File: src/rtl/slc3_io_pkg.sv
// Shared types, constants and the seven-segment decoder for the SLC-3 I/O unit.
package slc3_io_pkg;

    typedef enum logic [1:0] {IDLE, WAIT_PRESS, WAIT_RELEASE} io_state_t;

    localparam logic [15:0] IO_ADDR_DEFAULT = 16'hFFFF;
    localparam logic [6:0]  SEG_BLANK       = 7'h7F;

    // Active-low segments, bit order gfedcba.
    function automatic logic [6:0] hex_to_seg(input logic [3:0] nib);
        logic [6:0] seg;
        seg = SEG_BLANK;
        case (nib)
            4'h0: seg = 7'h40;
            4'h1: seg = 7'h79;
            4'h2: seg = 7'h24;
            4'h3: seg = 7'h30;
            4'h4: seg = 7'h19;
            4'h5: seg = 7'h12;
            4'h6: seg = 7'h02;
            4'h7: seg = 7'h78;
            4'h8: seg = 7'h00;
            4'h9: seg = 7'h10;
            4'hA: seg = 7'h08;
            4'hB: seg = 7'h03;
            4'hC: seg = 7'h46;
            4'hD: seg = 7'h21;
            4'hE: seg = 7'h06;
            4'hF: seg = 7'h0E;
            default: seg = SEG_BLANK;
        endcase
        return seg;
    endfunction

endpackage

File: src/rtl/io_debounce.sv
// Synchronises and debounces an active-low push button; reports the stable
// level and one-cycle pulses on each accepted press and release.
module io_debounce #(
    parameter int DEB_CYCLES = 50000
) (
    input  logic Clk,
    input  logic Reset,
    input  logic raw_n,
    output logic level_pressed,
    output logic press_pulse,
    output logic release_pulse
);

    localparam int CW = $clog2(DEB_CYCLES);

    logic          sync1_q, sync2_q;
    logic          level_q, level_d;
    logic [CW-1:0] cnt_q, cnt_d;

    // The counter only runs while the synced input disagrees with the accepted level.
    always_comb begin
        cnt_d         = '0;
        level_d       = level_q;
        press_pulse   = 1'b0;
        release_pulse = 1'b0;
        if (~sync2_q != level_q) begin
            if (cnt_q == CW'(DEB_CYCLES - 1)) begin
                level_d       = ~level_q;
                press_pulse   = ~level_q;
                release_pulse = level_q;
            end else begin
                cnt_d = cnt_q + 1'b1;
            end
        end
    end

    always_ff @(posedge Clk) begin
        if (Reset) begin
            sync1_q <= 1'b1;
            sync2_q <= 1'b1;
            level_q <= 1'b0;
            cnt_q   <= '0;
        end else begin
            sync1_q <= raw_n;
            sync2_q <= sync1_q;
            level_q <= level_d;
            cnt_q   <= cnt_d;
        end
    end

    assign level_pressed = level_q;

endmodule

File: src/rtl/slc3_io_unit.sv
// Memory-mapped switch/hex register plus the Continue-button pause handshake
// for the SLC-3 top level.
module slc3_io_unit
    import slc3_io_pkg::*;
#(
    parameter int          SW_W       = 10,
    parameter int          NUM_HEX    = 4,
    parameter int          LED_W      = 10,
    parameter int          DEB_CYCLES = 50000,
    parameter logic [15:0] IO_ADDR    = IO_ADDR_DEFAULT
) (
    input  logic                 Clk,
    input  logic                 Reset,
    input  logic [SW_W-1:0]      sw_in,
    input  logic                 continue_n,
    input  logic                 mem_sel,
    input  logic                 mem_we,
    input  logic [15:0]          mem_addr,
    input  logic [15:0]          mem_wdata,
    output logic [15:0]          mem_rdata,
    output logic                 mem_ack,
    input  logic                 pause_req,
    input  logic [LED_W-1:0]     pause_code,
    output logic                 pause_done,
    output logic [LED_W-1:0]     led,
    output logic [7*NUM_HEX-1:0] hex_seg
);

    localparam int HEX_W = 4 * NUM_HEX;

    logic [SW_W-1:0]  sw_meta_q, sw_sync_q;
    logic [15:0]      rdata_q, rdata_d;
    logic             ack_q, ack_d;
    logic [HEX_W-1:0] hex_q, hex_d;
    io_state_t        state_q, state_d;
    logic [LED_W-1:0] led_q, led_d;
    logic             done_q, done_d;
    logic             accept;
    logic             level_pressed, press_pulse, release_pulse;

    io_debounce #(.DEB_CYCLES(DEB_CYCLES)) u_deb (
        .Clk           (Clk),
        .Reset         (Reset),
        .raw_n         (continue_n),
        .level_pressed (level_pressed),
        .press_pulse   (press_pulse),
        .release_pulse (release_pulse)
    );

    assign accept = mem_sel && (mem_addr == IO_ADDR);

    always_comb begin
        ack_d   = accept;
        rdata_d = rdata_q;
        hex_d   = hex_q;
        if (accept) begin
            if (mem_we) hex_d   = mem_wdata[HEX_W-1:0];
            else        rdata_d = 16'(sw_sync_q);
        end
    end

    // Only debounced edges advance the handshake, so a button held on entry is ignored.
    always_comb begin
        state_d = state_q;
        led_d   = led_q;
        done_d  = 1'b0;
        case (state_q)
            IDLE: begin
                if (pause_req) begin
                    state_d = WAIT_PRESS;
                    led_d   = pause_code;
                end
            end
            WAIT_PRESS: begin
                if (!pause_req) begin
                    state_d = IDLE;
                    led_d   = '0;
                end else if (press_pulse) begin
                    state_d = WAIT_RELEASE;
                end
            end
            WAIT_RELEASE: begin
                if (!pause_req) begin
                    state_d = IDLE;
                    led_d   = '0;
                end else if (release_pulse && level_pressed) begin
                    state_d = IDLE;
                    led_d   = '0;
                    done_d  = 1'b1;
                end
            end
            default: begin
                state_d = IDLE;
                led_d   = '0;
            end
        endcase
    end

    always_ff @(posedge Clk) begin
        if (Reset) begin
            sw_meta_q <= '0;
            sw_sync_q <= '0;
            rdata_q   <= '0;
            ack_q     <= 1'b0;
            hex_q     <= '0;
            state_q   <= IDLE;
            led_q     <= '0;
            done_q    <= 1'b0;
        end else begin
            sw_meta_q <= sw_in;
            sw_sync_q <= sw_meta_q;
            rdata_q   <= rdata_d;
            ack_q     <= ack_d;
            hex_q     <= hex_d;
            state_q   <= state_d;
            led_q     <= led_d;
            done_q    <= done_d;
        end
    end

    genvar g;
    for (g = 0; g < NUM_HEX; g++) begin : g_digit
        assign hex_seg[7*g +: 7] = hex_to_seg(hex_q[4*g +: 4]);
    end

    assign mem_rdata  = rdata_q;
    assign mem_ack    = ack_q;
    assign pause_done = done_q;
    assign led        = led_q;

endmodule

File: config.mk
export PLATFORM = sky130hd
export DESIGN_NAME = slc3_io_unit
export DESIGN_NICKNAME = d
export VERILOG_FILES = /design/src/rtl/slc3_io_pkg.sv /design/src/rtl/io_debounce.sv /design/src/rtl/slc3_io_unit.sv
export SDC_FILE = /design/constraint.sdc
export NUM_CORES = 1
export LEC_CHECK = 0
export ABC_AREA = 1
export CORE_MARGIN = 5
export CORE_UTILIZATION = 55
export DETAILED_ROUTE_END_ITERATION = 6
export PLACE_DENSITY = 0.86
export SYNTH_ARGS = -nofsm -noshare
export SYNTH_HDL_FRONTEND = slang
export SYNTH_SLANG_ARGS = --single-unit
File: constraint.sdc
create_clock -name Clk -period 5.1 [get_ports Clk]
set_input_delay 0.51 -clock Clk [delete_from_list [all_inputs] [get_ports Clk]]
set_output_delay 0.51 -clock Clk [all_outputs]
set_load 0.005 [all_outputs]
# --- After elaboration in Yosys (flattened, before gate mapping) ---
# Memories as Yosys holds them, arrays and structs flattened. A register that Yosys moved wholly into a read port is not among the register bits.
# Index checks and enable logic that the tools add are counted.
classes:
  n_addsub: 1
  mul: 0
  div_mod_pow: 0
  magnitude_cmp: 0
  n_eq_ne: 9
  shift: 0
  mux: 24
  bitwise: 6
  n_reduce_logical: 10
op_table:
  columns: ["op", "count"]
  rows:
  - ["2-to-1 mux 10 bit", 4]
  - ["== test 16 bit, second input constant", 2]
  - ["2-to-1 mux 4 bit", 8]
  - ["one-hot mux 10 bit (3 select lines)", 1]
  - ["adder 16 x 1 -> 16 bit, second input constant", 1]
  - ["2-to-1 mux 2 bit", 5]
  - ["!= test 3 bit, second input constant", 2]
  - ["NOT 1 bit", 6]
  - ["one-hot mux 2 bit (3 select lines)", 1]
  - ["AND reduction 2 bit", 3]
  - ["AND reduction 3 bit", 2]
  - ["OR reduction 3 bit", 2]
  - ["2-to-1 mux 1 bit", 5]
  - ["!= test 2 bit, second input constant", 2]
  - ["== test 2 x 1 -> 1 bit, second input constant", 1]
  - ["== test 2 bit, second input constant", 1]
  - ["logical AND 1 bit", 2]
  - ["zero test 2 bit", 1]
  - ["!= test 1 bit", 1]
word_totals:
  register_bits: 79
  latchBits: 0
  ramBits: 0
  rom_bits: 448
  inputBits: 58
  output_inout_bits: 56
  elab_cells: 66
  mem_count: 4
mem_list:
  columns: ["name", "depth", "word_bits", "rd", "rd_ports_with_merged_regs", "write_ports", "line", "rtl"]
  rows:
  - ["(name not given)", 16, 7, 1, 1, 0, "slc3_io_pkg.sv:13", "case (nib)"]
  - ["(name not given)", 16, 7, 1, 1, 0, "slc3_io_pkg.sv:13", null]
  - ["(name not given)", 16, 7, 1, 1, 0, "slc3_io_pkg.sv:13", null]
  - ["(name not given)", 16, 7, 1, 1, 0, "slc3_io_pkg.sv:13", null]

# --- Logic depth before layout (Yosys ltp) ---
# Gate-level depths: netlist (run 1).
depth:
  ltp_word: 7
  ltp_mapped: 14
  mapped_depth_nobuf: 13

# --- By module ---
# From an unflattened synthesis (run 1), not the netlist that was laid out.
hier_totals:
  hier_cells: 719
  hier_area_um2: 5216.3
modules_own_cells:
  columns: ["module", "n_inst", "cells_per_inst", "area_per_inst_um2", "seq_area_each_um2"]
  rows:
  - ["slc3_io_unit", 1, 576, 4262.8, 1761.7]
  - ["io_debounce", 1, 143, 953.4, 380.4]

# --- Worst setup path after synthesis (run 1) ---
# No wires, ideal clock.
synth_timing:
  kind: "input -> register"
  from: "input mem_addr[13]"
  to: "register hex_seg[3] (netlist name)"
  setup_time_ns: 0.112
  arrival_ns: 2.009
  required_ns: 4.988
  path_slack_ns: 2.979
  stages: 13
  path_buffers: 1
  path_cell_list: "nand2_1 -> nor2_1 -> nand2_1 -> nor2_2 -> buf_2 -> nand4_1 -> nand3_1 -> inv_1 -> ha_1 -> inv_1 -> nand4_1 -> nand3_1 -> nand2_1"
synth_via:
  elab_chain_cells: 5
synth_lines:
  columns: ["item", "line", "rtl"]
  rows:
  - ["start, declared", "slc3_io_unit.sv:18", "input logic [15:0] mem_addr,"]
  - ["== test 16 bit", "slc3_io_unit.sv:50", "assign accept = mem_sel && (mem_addr == IO_ADDR);"]
  - ["logical AND 1 bit", "slc3_io_unit.sv:50", null]
  - ["AND reduction 2 bit (no line)", null, null]
  - ["2-to-1 mux 4 bit (no line) (2 in series)", null, null]
# Every way passes these cells.
# A chain may end at the register's enable or synchronous reset.

# --- Final worst setup path (run 1) ---
layout_timing:
  from: "input Reset"
  to: "register hex_seg[17] (netlist name)"
layout_via:
  elab_chain_cells: 1
layout_lines:
  columns: ["item", "line", "rtl"]
  rows:
  - ["start, declared", "slc3_io_unit.sv:13", "input logic Reset,"]
  - ["2-to-1 mux 4 bit (no line)", null, null]
# Every way passes these cells.

==> impl_summary.log, run 1 <==
[metrics] share of the cycle needed by the critical path after routing: 63.7%
[metrics] H-tree depth: 3
[metrics] maximum number of pins on one net before global-route repair: 50
[metrics] number of register bits inferred by synthesis: 107
[metrics] row count: 35
[metrics] TritonCTS clock tree: built
[metrics] post-route total power: 1690 uW
[metrics] total negative slack: 0 ns
[metrics] number of different library cells in the post-synthesis netlist: 36
[metrics] Post-synth EDFFs: 0
[metrics] Bufs on Longest Clock Path: 2
[metrics] count of warnings emitted by yosys: 0
[metrics] Total Die Area: 11300 um^2
[metrics] Critical Path AT: 3.54 ns
[metrics] post-synthesis to final-layout area growth: 26.1%
[metrics] global-route wire length before repair: 19700 um
[metrics] Power per Cell Area: 262 nW/um^2
[metrics] clock sink count: 107
[metrics] largest area contributor in the netlist: sky130_fd_sc_hd__dfxtp_1
[metrics] RSZ-0062 raised after global routing: no
[metrics] first-pass iteration count of the detailed router: 5
[metrics] wire per inst: 12.7 um
[metrics] overall routed net length: 11900 um
[metrics] crit path time final: 3.25 ns
[metrics] post-synthesis average cell area: 7.09 um^2
[metrics] post_cts resized: 0
[metrics] status: finished clean
[metrics] share of cells above drive strength 1: 6.66%
[metrics] number of global-route vias before repair: 4593
[metrics] Worst Setup End Kind: register
[metrics] later-pin clock latency in the skew report: 0.38 ns
[metrics] final weighted congestion of routability-driven global placement: 0.949
[metrics] number of vias in the routed layout: 4868
[metrics] Async SR Flop Fraction: 0%
[metrics] Final #Nets: 904
[metrics] number of buffers added to fix hold violations after cts: 0
[metrics] launch point of the worst hold path: sw_meta_q[3]$_SDFF_PP0_
[metrics] Max Cap Violations: 0
[metrics] Max Freq: 0.308 GHz
[metrics] slew at the pin closest to its max-slew limit: 0.905 ns
[metrics] buffer cell driving the clock tree root: sky130_fd_sc_hd__clkbuf_8
[metrics] headroom to the max-slew limit: 39.6%
[metrics] number of vias per cell after detailed routing: 5.20
[metrics] post-synthesis sequential area ratio: 41.9%
[metrics] initial antenna violation count: 0
[metrics] Antenna diodes: 0
[metrics] total global routing overflow: 0
[metrics] category of the critical setup timing path: input port to register
[metrics] overall die width: 106 um
[metrics] beginning of the worst register-to-register path: u_deb.cnt_q[0]$_SDFF_PP0_
[metrics] Die Y: 106 um
[metrics] Critical Path Fanout Max: 49
[metrics] Setup Slack @ Placement: 1.52 ns
[metrics] launching element type of the critical path: input port
[metrics] smallest setup slack after layout: 1.85 ns
[metrics] IR drop worst, VDD: 0.173 mV
[metrics] total CTS buffers: 9
[metrics] final number of hold-violating endpoints: 0
[metrics] Worst setup startpoint: Reset
[metrics] post-CTS setup buffers: 0
[metrics] Util after Layout: 70.4%
[metrics] synthesized netlist cell count: 721
[metrics] initial core utilization: 55.9%
[metrics] post-synthesis instance area: 5110 um^2
[metrics] CORE AREA: 9150 um^2
[metrics] data required time at the worst endpoint: 5.39 ns
[metrics] clock transition at the registers of the reported paths: 0.12 ns
[metrics] static leakage: 0.00321 uW
[metrics] type of the worst min-delay path: register to register
[metrics] input/output buffers: 107
[metrics] top post-synthesis cells by area: sky130_fd_sc_hd__dfxtp_1 (42%), sky130_fd_sc_hd__nand2_1 (12%), sky130_fd_sc_hd__inv_1 (8.4%)
[metrics] remaining number of nets flagged by the antenna check after routing: 0
[metrics] Max Transition Viols Final: 0
[metrics] proportion of netlist area held by the largest area contributor: 41.9%
[metrics] Ports: 114
[metrics] count of final setup violators: 0
[metrics] top flip-flop cell by instance count after synthesis: sky130_fd_sc_hd__dfxtp_1
[metrics] overall track demand over capacity in global routing: 20.8%
[metrics] detailed router's first-iteration violation count: 371
[metrics] final clock skew: 0.0125 ns
[metrics] number of design rule violations left after detail routing: 0
[metrics] placed wire-length estimate: 8710 um
[final cells by class]
cell class	count	area, um^2
repair buffers	109	1090
clock inverters	7	93.8
inverters	124	467
well taps	111	139
fillers	704	2710
flip-flops and latches	107	2140
multi-input cells	470	2400
clock buffers	9	124
[cell usage after synthesis, types with 2 or more instances]
| library cell | number |
|---|---|
| sky130_fd_sc_hd__nand4_1 | 37 |
| sky130_fd_sc_hd__nor3_1 | 16 |
| sky130_fd_sc_hd__nand2_1 | 164 |
| sky130_fd_sc_hd__inv_1 | 114 |
| sky130_fd_sc_hd__dfxtp_1 | 107 |
| sky130_fd_sc_hd__nand3_4 | 2 |
| sky130_fd_sc_hd__xor2_1 | 2 |
| sky130_fd_sc_hd__nand3_2 | 7 |
| sky130_fd_sc_hd__buf_2 | 3 |
| sky130_fd_sc_hd__nor4_1 | 2 |
| sky130_fd_sc_hd__o21ai_0 | 21 |
| sky130_fd_sc_hd__ha_1 | 25 |
| sky130_fd_sc_hd__nand2_4 | 2 |
| sky130_fd_sc_hd__nor2_2 | 3 |
| sky130_fd_sc_hd__inv_2 | 8 |
| sky130_fd_sc_hd__nand2_2 | 6 |
| sky130_fd_sc_hd__nor2_1 | 87 |
| sky130_fd_sc_hd__nand3_1 | 66 |
| sky130_fd_sc_hd__clkbuf_1 | 14 |
| sky130_fd_sc_hd__a21oi_1 | 9 |
| sky130_fd_sc_hd__or2_2 | 6 |
| sky130_fd_sc_hd__buf_4 | 6 |
[through the flow]
stage / hold WS [ns] / instance area, um^2 / std cells
floorplan: 0.388 / 5130 / 726
global placement: 0.391 / 6230 / 921
detailed placement: 0.394 / 6230 / 921
CTS: 0.409 / 6450 / 937
global route: 0.426 / 6450 / 937
finish: 0.410 / 6450 / 937
[cells by family after synthesis]
| kind of cell | share of synthesized area, % |
|---|---|
| compound gates | 3.69 |
| fa+ha+maj | 6.12 |
| simple gates | 36.3 |
| xor+xnor | 0.343 |
| other cells | 0.0733 |
| buf+inv | 11.6 |
| flops | 41.9 |
[critical path: stages]
cell and delay (ns):
sky130_fd_sc_hd__clkdlybuf4s50_1 0.87, sky130_fd_sc_hd__inv_2 0.92, sky130_fd_sc_hd__nand3_1 0.38, sky130_fd_sc_hd__inv_1 0.20, sky130_fd_sc_hd__ha_1 0.25, sky130_fd_sc_hd__inv_1 0.08
sky130_fd_sc_hd__nand4_1 0.09, sky130_fd_sc_hd__nand3_1 0.13, sky130_fd_sc_hd__nand2_1 0.06
[state kept, by name, summed over array words and instances (netlist names), 2 cells and up]
name / cells
hex_q: 16
hex_seg: 28
led: 10
mem_rdata: 10
state_q: 2
sw_meta_q: 10
sw_sync_q: 10
u_deb.cnt_q: 16
[layer usage]
layer	part of all wire (%)	GRT usage, %	vias up
met4	1.7	7.76	0
met3	6.6	3.95	27
met1	41	24.8	2235
li1	-	-	2443
met5	0	0	-
met2	50	37.1	163
[cell usage in the layout, fill, tap and decap left out, types with 6 or more instances in the layout]
cell,netlist,layout
sky130_fd_sc_hd__a21oi_1,9,9
sky130_fd_sc_hd__clkbuf_8,0,9
sky130_fd_sc_hd__clkdlybuf4s50_1,0,107
sky130_fd_sc_hd__conb_1,1,6
sky130_fd_sc_hd__dfxtp_1,107,107
sky130_fd_sc_hd__ha_1,25,25
sky130_fd_sc_hd__inv_1,114,114
sky130_fd_sc_hd__inv_2,8,8
sky130_fd_sc_hd__nand2_1,164,164
sky130_fd_sc_hd__nand2_2,6,6
sky130_fd_sc_hd__nand3_1,66,66
sky130_fd_sc_hd__nand3_2,7,7
sky130_fd_sc_hd__nand4_1,37,37
sky130_fd_sc_hd__nor2_1,87,87
sky130_fd_sc_hd__nor3_1,16,16
sky130_fd_sc_hd__o21ai_0,21,21
sky130_fd_sc_hd__or2_2,6,6
[power breakdown]
part | total [uW] | internal, uW | switching, uW
Clock | 533 | 200 | 333
Sequential | 899 | 878 | 21.0
Combinational | 257 | 126 | 131
[final timing paths]
path	end	slack, ns	depth (start not counted)
setup / recovery	hex_seg[17]$_DFF_P_	1.85	9
hold / removal	sw_sync_q[3]$_SDFF_PP0_	0.41	2
setup reg to reg	led[6]$_SDFFE_PP0P_	3.00	11
hold reg to reg	sw_sync_q[3]$_SDFF_PP0_	0.41	2
Note: power is estimated with default switching activity, not from simulation.
==> inputs of run 2 (changes only) <==
--- a/config.mk
+++ b/config.mk
@@ -7,9 +7,9 @@
 export LEC_CHECK = 0
 export ABC_AREA = 1
 export CORE_MARGIN = 5
-export CORE_UTILIZATION = 55
+export CORE_UTILIZATION = 51
 export DETAILED_ROUTE_END_ITERATION = 6
-export PLACE_DENSITY = 0.86
+export PLACE_DENSITY = 0.81
 export SYNTH_ARGS = -nofsm -noshare
 export SYNTH_HDL_FRONTEND = slang
 export SYNTH_SLANG_ARGS = --single-unit
==> constraint.sdc (replaced) <==
create_clock -name Clk -period 3.03 [get_ports Clk]
set_input_delay 0.303 -clock Clk [delete_from_list [all_inputs] [get_ports Clk]]
set_output_delay 0.303 -clock Clk [all_outputs]
set_load 0.005 [all_outputs]
==> impl_summary.log, run 2 (synthesis gave the netlist of run 1 again) <==
[metrics] fraction of power consumed by sequential logic: 54.5% (was 53.2%)
[metrics] number of design rule violations left after detail routing: 0 (unchanged)
[metrics] clock transition at the registers of the reported paths: 0.11 ns (was 0.12 ns)
[metrics] Final #Nets: 909 (was 904)
[metrics] total CTS buffers: 9 (unchanged)
[metrics] switching share of power: 27.9% (was 28.8%)
[metrics] static leakage: 0.00322 uW (was 0.00321 uW)
[metrics] slew at the pin closest to its max-slew limit: 0.596 ns (was 0.905 ns)
[metrics] Bufs on Longest Clock Path: 2 (unchanged)
[metrics] number of buffers added to fix hold violations after cts: 0 (unchanged)
[metrics] Max Freq: 0.407 GHz
[metrics] IR drop worst, VDD: 0.291 mV (was 0.173 mV)
[metrics] Critical Path AT: 2.73 ns (was 3.54 ns)
[metrics] Critical Path Max Stage Delay: 0.46 ns (was 0.92 ns)
[metrics] cell seen most often among critical-path stages: sky130_fd_sc_hd__nand2_1
[metrics] total global routing overflow: 0 (unchanged)
[metrics] smallest setup slack after layout: 0.574 ns (was 1.85 ns)
[metrics] later-pin clock latency in the skew report: 0.37 ns (was 0.38 ns)
[metrics] number of global-route vias before repair: 4548 (was 4593)
[metrics] fraction of power consumed by combinational cells: 15.8% (was 15.2%)
[metrics] most used cells in the layout excluding fill and tap cells: sky130_fd_sc_hd__nand2_1 (164), sky130_fd_sc_hd__inv_1 (114), sky130_fd_sc_hd__dfxtp_1 (107), sky130_fd_sc_hd__clkdlybuf4s50_1 (107), sky130_fd_sc_hd__nor2_1 (87) (unchanged)
[metrics] post-route total power: 2780 uW (was 1690 uW)
[metrics] Max Cap Violations: 0 (unchanged)
[metrics] Total Die Area: 12100 um^2 (was 11300 um^2)
[metrics] remaining number of nets flagged by the antenna check after routing: 0 (unchanged)
[metrics] Critical Path Fanout Max: 10 (was 49)
[metrics] input/output buffers: 107 (unchanged)
[metrics] detailed router's first-iteration violation count: 193 (was 371)
[metrics] crit path time final: 2.46 ns
[metrics] number of vias per cell after detailed routing: 4.95 (was 5.20)
[metrics] slowest stage cell on the critical path: sky130_fd_sc_hd__clkdlybuf4s50_1 (was sky130_fd_sc_hd__inv_2)
[metrics] CORE AREA: 9770 um^2 (was 9150 um^2)
[metrics] overall die width: 110 um (was 106 um)
[metrics] number of vias in the routed layout: 4767 (was 4868)
[metrics] Setup Slack @ Placement: 0.226 ns (was 1.52 ns)
[metrics] row count: 36 (was 35)
[metrics] Power per Cell Area: 430 nW/um^2 (was 262 nW/um^2)
[metrics] cells along the critical path: clkdlybuf4s50_1 -> nand2_1 -> nor2_1 -> nand2_1 -> nor2_2 -> nand4_1 -> nand3_1 -> inv_1 -> ha_1 -> inv_1 -> nand4_1 -> nand3_1 -> nand2_1 (was clkdlybuf4s50_1 -> inv_2 -> nand3_1 -> inv_1 -> ha_1 -> inv_1 -> nand4_1 -> nand3_1 -> nand2_1)
[metrics] worst setup slack for register-to-register paths: 0.96 ns (was 3.00 ns)
[metrics] headroom to the max-slew limit: 60.2% (was 39.6%)
[metrics] placed wire-length estimate: 9030 um (was 8710 um)
[metrics] flip-flop count of the largest register, all copies and words added: 28 (unchanged)
[metrics] launching element type of the critical path: input port (unchanged)
[metrics] overall routed net length: 12100 um (was 11900 um)
[metrics] Worst Setup End Kind: register (unchanged)
[metrics] Max Transition Viols Final: 0 (unchanged)
[metrics] data required time at the worst endpoint: 3.30 ns (was 5.39 ns)
[metrics] internal power: 2010 uW (was 1200 uW)
[metrics] status: finished clean (unchanged)
[metrics] post-synthesis to final-layout area growth: 26.6% (was 26.1%)
[metrics] power dissipated by switching net loads: 776 uW (was 486 uW)
[metrics] category of the critical setup timing path: input port to register (unchanged)
[metrics] maximum number of pins on one net before global-route repair: 33 (was 50)
[metrics] share of the cycle needed by the critical path after routing: 81.0%
[metrics] share of cells above drive strength 1: 7.11% (was 6.66%)
[metrics] global-route wire length before repair: 19900 um (was 19700 um)
[metrics] final number of hold-violating endpoints: 0 (unchanged)
[metrics] wire per inst: 12.6 um (was 12.7 um)
[metrics] initial core utilization: 52.3% (was 55.9%)
[metrics] buffer cell driving the clock tree root: sky130_fd_sc_hd__clkbuf_8 (unchanged)
[metrics] total negative slack: 0 ns (unchanged)
[metrics] first-pass iteration count of the detailed router: 4 (was 5)
[metrics] RSZ-0062 raised after global routing: no (unchanged)
[metrics] post_cts resized: 0 (unchanged)
[metrics] H-tree depth: 3 (unchanged)
[metrics] Ports: 114 (unchanged)
[metrics] overall track demand over capacity in global routing: 20.2% (was 20.8%)
[metrics] final weighted congestion of routability-driven global placement: 0.945 (was 0.949)
[metrics] worst hold slack after final layout: 0.410 ns (about the same)
[metrics] post-CTS setup buffers: 0 (unchanged)
[metrics] count of final setup violators: 0 (unchanged)
[metrics] Antenna diodes: 0 (unchanged)
[metrics] initial antenna violation count: 0 (unchanged)
[metrics] leading cell type in the layout, fill and taps excluded: sky130_fd_sc_hd__nand2_1 (unchanged)
[metrics] clock network fraction of design power: 29.8% (was 31.6%)
[metrics] TritonCTS clock tree: built (unchanged)
[metrics] final clock skew: 0.00360 ns (was 0.0125 ns)
[metrics] Die Y: 110 um (was 106 um)
[metrics] type of the worst min-delay path: register to register (unchanged)
[metrics] clock sink count: 107 (unchanged)
==> run 2: worst max-delay path, delay by kind of cell <==
| kind | cells | cell delay (ns) |
|---|---|---|
| adder cells (fa/ha/maj) | 1 | 0.30 |
| buffers and inverters | 3 | 0.67 |
| AND/OR/NAND/NOR | 9 | 1.47 |
==> run 2: worst paths after layout <==
kind	from	end	cells after the start
setup reg to reg	u_deb.cnt_q[0]$_SDFF_PP0_	led[2]$_SDFFE_PP0P_	11
hold / removal	sw_meta_q[8]$_SDFF_PP0_	sw_sync_q[8]$_SDFF_PP0_	2
hold reg to reg	sw_meta_q[8]$_SDFF_PP0_	sw_sync_q[8]$_SDFF_PP0_	2
setup / recovery	mem_addr[13]	hex_seg[10]$_DFF_P_	13
==> run 2: power groups by stage <==
stage,combinational (uW),clock [uW],sequential (uW)
after floorplan,218,0,1550
after global placement,426,0,1540
after detailed placement,440,0,1550
after CTS,442,851,1510
after global routing,485,902,1520
final,438,828,1510
==> run 2: area by class of cell <==
type | instances | area, um^2
clock buffers | 9 | 124
flip-flops and latches | 107 | 2140
clock inverters | 6 | 53.8
well taps | 133 | 166
repair buffers | 114 | 1120
inverters | 124 | 467
fillers | 840 | 3300
multi-input cells | 470 | 2400
==> run 2: metrics by stage <==
| step | utilization [%] | cells | cell area [um^2] |
|---|---|---|---|
| floorplan | - | 726 | 5130 |
| global placement | 64.4 | 948 | 6290 |
| detailed placement | 64.4 | 948 | 6290 |
| CTS | 66.2 | 963 | 6470 |
| global route | 66.2 | 963 | 6470 |
| finish | 66.2 | 963 | 6470 |
==> run 2: routing by layer <==
metal / track usage, % / vias up / part of all wire (%)
met4: 5.72 / 0 / 1.3
met2: 36.5 / 121 / 51
met1: 24.3 / 2177 / 43
met5: 0 / - / 0
met3: 3.84 / 13 / 4.8
li1: - / 2456 / -
